==> config.mk <==
export PLATFORM = sky130hd
export DESIGN_NAME = sort_frame_parser
export DESIGN_NICKNAME = d
export VERILOG_FILES = /design/src/rtl/sort_frame_parser.sv
export SDC_FILE = /design/constraint.sdc
export NUM_CORES = 1
export LEC_CHECK = 0
export BUFFER_PORTS_ARGS = -buffer_cell sky130_fd_sc_hd__buf_2
export CAP_MARGIN = 25
export CORE_ASPECT_RATIO = 0.9
export CORE_MARGIN = 2
export CORE_UTILIZATION = 55
export DETAILED_ROUTE_END_ITERATION = 10
export GPL_ROUTABILITY_DRIVEN = 0
export PLACE_DENSITY = 0.74
export SETUP_SLACK_MARGIN = 0.2
export SYNTH_ARGS = -nofsm -noshare
export SYNTH_HDL_FRONTEND = slang
export SYNTH_SLANG_ARGS = --single-unit
==> constraint.sdc <==
create_clock -name clk -period 2.9 [get_ports clk]
set_input_delay 0.29 -clock clk [delete_from_list [all_inputs] [get_ports clk]]
set_output_delay 0.29 -clock clk [all_outputs]
set_load 0.01 [all_outputs]
==> src/rtl/sort_frame_parser.sv <==
// ============================================================================
// sort_frame_parser : byte-stream frame parser (SYNC,LEN,payload,XOR) with
// checksum-gated word AXI-stream output.            Revision 1.0
// ============================================================================
`default_nettype none

module sort_frame_parser #(
    parameter int          WORD_BYTES     = 2,
    parameter int          MAX_ELEMS      = 16,
    parameter logic [7:0]  SYNC_BYTE      = 8'hA5,
    parameter int unsigned TIMEOUT_CYCLES = 20000
) (
    input  logic                    clk,
    input  logic                    rst,
    input  logic [7:0]              s_axis_tdata,
    input  logic                    s_axis_tvalid,
    output logic                    s_axis_tready,
    output logic [8*WORD_BYTES-1:0] m_axis_tdata,
    output logic                    m_axis_tvalid,
    input  logic                    m_axis_tready,
    output logic                    m_axis_tlast,
    output logic [7:0]              pkt_len,
    output logic                    err_checksum,
    output logic                    err_length,
    output logic                    err_timeout,
    output logic                    busy
);

    localparam int         IDX_W   = (MAX_ELEMS > 1) ? $clog2(MAX_ELEMS) : 1;
    localparam int         BI_W    = (WORD_BYTES > 1) ? $clog2(WORD_BYTES) : 1;
    localparam logic [7:0] MAX_LEN = 8'(MAX_ELEMS);
    localparam logic [BI_W-1:0] LAST_BYTE = BI_W'(WORD_BYTES - 1);

    typedef enum logic [2:0] {
        S_IDLE    = 3'd0,
        S_LEN     = 3'd1,
        S_PAYLOAD = 3'd2,
        S_CHECK   = 3'd3,
        S_DRAIN   = 3'd4
    } state_t;

    state_t                  state;
    logic [7:0]              elem_idx;
    logic [BI_W-1:0]         byte_idx;
    logic [7:0]              xor_acc;
    logic [31:0]             tmo_cnt;
    logic [8*WORD_BYTES-1:0] buffer [0:MAX_ELEMS-1];

    logic accept;
    logic tmo_hit;

    assign s_axis_tready = (state != S_DRAIN);
    assign busy          = (state != S_IDLE);
    assign accept        = s_axis_tvalid && s_axis_tready;
    // Fires on the edge where the idle count reaches TIMEOUT_CYCLES.
    assign tmo_hit       = (TIMEOUT_CYCLES != 0) &&
                           ((tmo_cnt + 32'd1) == 32'(TIMEOUT_CYCLES));

    // Packet storage is deliberately not reset.
    always_ff @(posedge clk) begin
        if (state == S_PAYLOAD && accept) begin
            buffer[elem_idx[IDX_W-1:0]][8*byte_idx +: 8] <= s_axis_tdata;
        end
    end

    always_ff @(posedge clk or posedge rst) begin
        if (rst) begin
            state         <= S_IDLE;
            pkt_len       <= 8'd0;
            elem_idx      <= 8'd0;
            byte_idx      <= '0;
            xor_acc       <= 8'd0;
            tmo_cnt       <= 32'd0;
            m_axis_tdata  <= '0;
            m_axis_tvalid <= 1'b0;
            m_axis_tlast  <= 1'b0;
            err_checksum  <= 1'b0;
            err_length    <= 1'b0;
            err_timeout   <= 1'b0;
        end else begin
            err_checksum <= 1'b0;
            err_length   <= 1'b0;
            err_timeout  <= 1'b0;

            case (state)
                S_IDLE: begin
                    tmo_cnt <= 32'd0;
                    if (accept && s_axis_tdata == SYNC_BYTE) begin
                        state <= S_LEN;
                    end
                end

                S_LEN, S_PAYLOAD, S_CHECK: begin
                    if (accept) begin
                        tmo_cnt <= 32'd0;
                        if (state == S_LEN) begin
                            pkt_len <= s_axis_tdata;
                            if (s_axis_tdata == 8'd0 || s_axis_tdata > MAX_LEN) begin
                                err_length <= 1'b1;
                                state      <= S_IDLE;
                            end else begin
                                elem_idx <= 8'd0;
                                byte_idx <= '0;
                                xor_acc  <= 8'd0;
                                state    <= S_PAYLOAD;
                            end
                        end else if (state == S_PAYLOAD) begin
                            xor_acc <= xor_acc ^ s_axis_tdata;
                            if (byte_idx == LAST_BYTE) begin
                                byte_idx <= '0;
                                elem_idx <= elem_idx + 8'd1;
                                if (elem_idx == pkt_len - 8'd1) begin
                                    state <= S_CHECK;
                                end
                            end else begin
                                byte_idx <= byte_idx + 1'b1;
                            end
                        end else begin
                            if (s_axis_tdata != xor_acc) begin
                                err_checksum <= 1'b1;
                                state        <= S_IDLE;
                            end else begin
                                // elem_idx becomes the read pointer for draining.
                                m_axis_tdata  <= buffer[0];
                                m_axis_tvalid <= 1'b1;
                                m_axis_tlast  <= (pkt_len == 8'd1);
                                elem_idx      <= 8'd1;
                                state         <= S_DRAIN;
                            end
                        end
                    end else if (tmo_hit) begin
                        err_timeout <= 1'b1;
                        tmo_cnt     <= 32'd0;
                        state       <= S_IDLE;
                    end else begin
                        tmo_cnt <= tmo_cnt + 32'd1;
                    end
                end

                S_DRAIN: begin
                    tmo_cnt <= 32'd0;
                    if (m_axis_tvalid && m_axis_tready) begin
                        if (m_axis_tlast) begin
                            m_axis_tvalid <= 1'b0;
                            m_axis_tlast  <= 1'b0;
                            state         <= S_IDLE;
                        end else begin
                            m_axis_tdata <= buffer[elem_idx[IDX_W-1:0]];
                            m_axis_tlast <= (elem_idx == pkt_len - 8'd1);
                            elem_idx     <= elem_idx + 8'd1;
                        end
                    end
                end

                default: state <= S_IDLE;
            endcase
        end
    end

endmodule

`default_nettype wire

==> results.cfg <==
[route]
post_drt_via_cell_ratio = 6.125
avgRoutedWirePerCell_um = 22.60
drc = 0
ant_nets = 0
first_pass_iters = 5
drtIter0Drc = 843
vias = 9071
wl_um = 33470

[cells_and_area]
final_common_cell = edfxtp_1
multiInputGateArea_um2 = 4951
fill_cells = 1858
antenna_cells = 0
nets = 1121
area_growth_pct = 15.33
final_cell_mix = edfxtp_1, nor2_1, mux4_2, buf_4, dfrtp_1
drive_above_1_share_pct = 26.71
regArea_um2 = 9722

[floorplan]
die_x_um = 177.2
boundaryPins = 43
initial_utilization_pct = 55.53
coreArea_um2 = 26740
core.rowCount = 57
die-height_um = 159.9
dieArea_um2 = 28330

[run_status]
status = completed

[synth]
synth_edf_count = 256
yosysWarningCount = 0
yosys_most_used_dff = edfxtp_1
synthesis.nets = 1031
async_reset_ff_share_pct = 24.04
yosysTopAreaCell = edfxtp_1
syn_area_per_cell_um2 = 14.67
synthCells = 1012
ys_types = 57
yosysSeqAreaShare_pct = 65.41
syn-cell-area_um2 = 14850
yosys.area.top_type_share_pct = 51.77
synth-seq-cells = 337
synth.area.top_cells = edfxtp_1, dfrtp_1, mux4_2

[worst_setup_path]
slowest_stage = or4_4
slowest_delay_ns = 0.58
worst_setup_path_start_kind = flop
crit_fanout = 6
cp.required_ns = 3.38
crit_buf_inv = 1
cp_top_family = simple AND/OR/NAND/NOR gates
worstSetupPathType = flop to flop
cp-end-kind = flop
crit_arrival_ns = 3.30
cp_cell_sequence = nand4_1 > or4_4 > nor3_4 > mux2i_1 > a2111o_1 > or4_4 > buf_12 > a21oi_4 > mux2i_1

[global_routing]
grt_pass1_vias = 8978
track_usage_pct = 24.35
antenna_found_initial = 0
overflow = 0
grt_pass1_wl_um = 52560
grt_max_degree = 44

[power_and_ir_drop]
internal_power_mw = 9.459
power.static_leakage_nw = 6.080
p_sw_share_pct = 27.96
switchingPower_mw = 3.670
clockPowerShare_pct = 30.6
max-vdd-ir-drop_uv = 541.3
p_per_area_nw_per_um2 = 766.5
p_comb_share_pct = 24.6
seq_power_share_pct = 44.8

[timing]
rsz0062_at_grt = yes
fin_crit_ns = 2.816
finClkSkew_ns = 0.01736
final_hold_viol_count = 0
holdWs_ns = 0.07873
fin_tns_setup_ns = 0
setup_violations = 0
worstMarginPinSlew_ns = 0.9736
slew_viol_final = 0
fin_crit_sh_pct = 97.09
relSlewSlack_pct = 34.85
fmax_mhz = 355.2

[placement]
io_buffers = 42
dp_hpwl_um = 21160

[clock_network]
insertion_delay_ns = 0.57
h-tree-depth = 1
clockBufferDepth = 3
numCtsBuffers = 31
cts_tree = yes
cts_sinks = 337
clk_pin_slew_worst_paths_ns = 0.07
clock-root-buffer = clkbuf_16

[job]
drv_cap = 0

[hold_path]
hold_class = input port to flop
Yosys cell counts (2+ instances only):
cell	count
a21o_1	2
a21oi_1	25
a31oi_1	9
and2_1	13
and3_1	6
buf_1	7
buf_2	3
clkbuf_1	60
clkbuf_2	2
dfrtp_1	81
edfxtp_1	256
ha_1	7
inv_1	13
mux2_2	8
mux2i_1	24
mux4_2	80
nand2_1	74
nand2b_1	9
nand3_1	45
nand3b_1	4
nand4_1	14
nand4b_1	2
nor2_1	85
nor2b_1	11
nor3_1	17
nor4_1	9
nor4b_1	2
o21ai_0	45
o22ai_1	2
o311ai_0	2
o311ai_1	2
o31ai_1	10
o41ai_1	3
or2_2	5
or3_1	15
or4_1	2
xnor2_1	22
xor2_1	17
worst register-to-register path, delay by kind of cell, from the launching register on:
| family | cells | cell delay (ns) |
|---|---|---|
| AND/OR/NAND/NOR | 4 | 1.38 |
| AO/OA/AOI/OAI | 2 | 0.53 |
| flip-flops | 1 | 0.37 |
| multiplexers | 2 | 0.28 |
| buffers and inverters | 1 | 0.18 |
timing repair:
item / in CTS / in global routing
pin swaps: 1 / 8
hold buffers: 1 / 0
setup buffers: 2 / 1
resized for setup: 10 / 19
gates cloned: 0 / 1
setup endpoints to repair: 17 / 18
hold endpoints to repair: 40 / 0
power groups by stage:
stage / logic (mW) / clock network, mW / registers (mW)
finish: 3.23 / 4.02 / 5.88
global route: 3.51 / 4.28 / 5.91
CTS: 3.25 / 4.09 / 5.88
detailed placement: 3.22 / 0 / 5.98
global placement: 3.16 / 0 / 5.97
floorplan: 2.44 / 0 / 5.84
sequential cells by signal, indices dropped and copies added (netlist names):
name	flops
buffer	256
tmo_cnt	32
m_axis_tdata	16
elem_idx	8
pkt_len	8
xor_acc	8
state	3
byte_idx	1
err_checksum	1
err_length	1
err_timeout	1
m_axis_tlast	1
m_axis_tvalid	1
cells by family after synthesis:
kind of cell	count (synthesis)	share of synthesized area [%]
flip-flops	337	65.41
AO/OA/AOI/OAI	111	4.508
XOR/XNOR	39	2.300
AND/OR/NAND/NOR	320	10.57
multiplexers	112	14.36
adder cells (fa/ha/maj)	7	0.5897
buffers and inverters	86	2.266
per-stage QoR:
step                      cells  total power [mW]  util (%)  setup slack, ns  cell area [um2]
after floorplan            1012             8.271         -          0.07122            14900
final                      1481             13.13     64.04          0.08435            17130
after detailed placement   1416             9.199     59.46         -0.03689            15900
after global routing       1481             13.70     64.04        -0.003934            17130
after global placement     1415             9.125     59.42          0.02091            15890
after CTS                  1477             13.22     63.53           0.1640            16990
path summary, 6_finish.rpt:
path / from / end / slack, ns / cells past startpoint
setup / recovery: tmo_cnt[2] / state[1] / 0.08 / 9
hold / removal: s_axis_tvalid / err_length / 0.08 / 2
setup reg to reg: tmo_cnt[2] / state[1] / 0.08 / 9
hold reg to reg: elem_idx[7] / elem_idx[7] / 0.50 / 1
max in group asynchronous: rst / m_axis_tdata[5] / 1.69 / 4
min in group asynchronous: rst / m_axis_tdata[15] / 0.41 / 3
cell type report:
type	instances	area share (%)
Multi-Input combinational cell	589	28.91
Clock inverter	19	1.023
Clock buffer	39	4.821
Sequential cell	337	56.76
Inverter	13	0.2922
Timing Repair Buffer	130	5.610
Tap cell	354	2.586
routing by layer:
layer / GRT usage (%) / part of all wire [%] / up-vias
met1: 35.49 / 42 / 4623
met2: 39.12 / 49 / 356
met4: 5.935 / 2.4 / 0
met5: 0 / 0 / -
met3: 3.690 / 6.5 / 54
li1: - / - / 4038
Power figures use the tool's default switching activity.
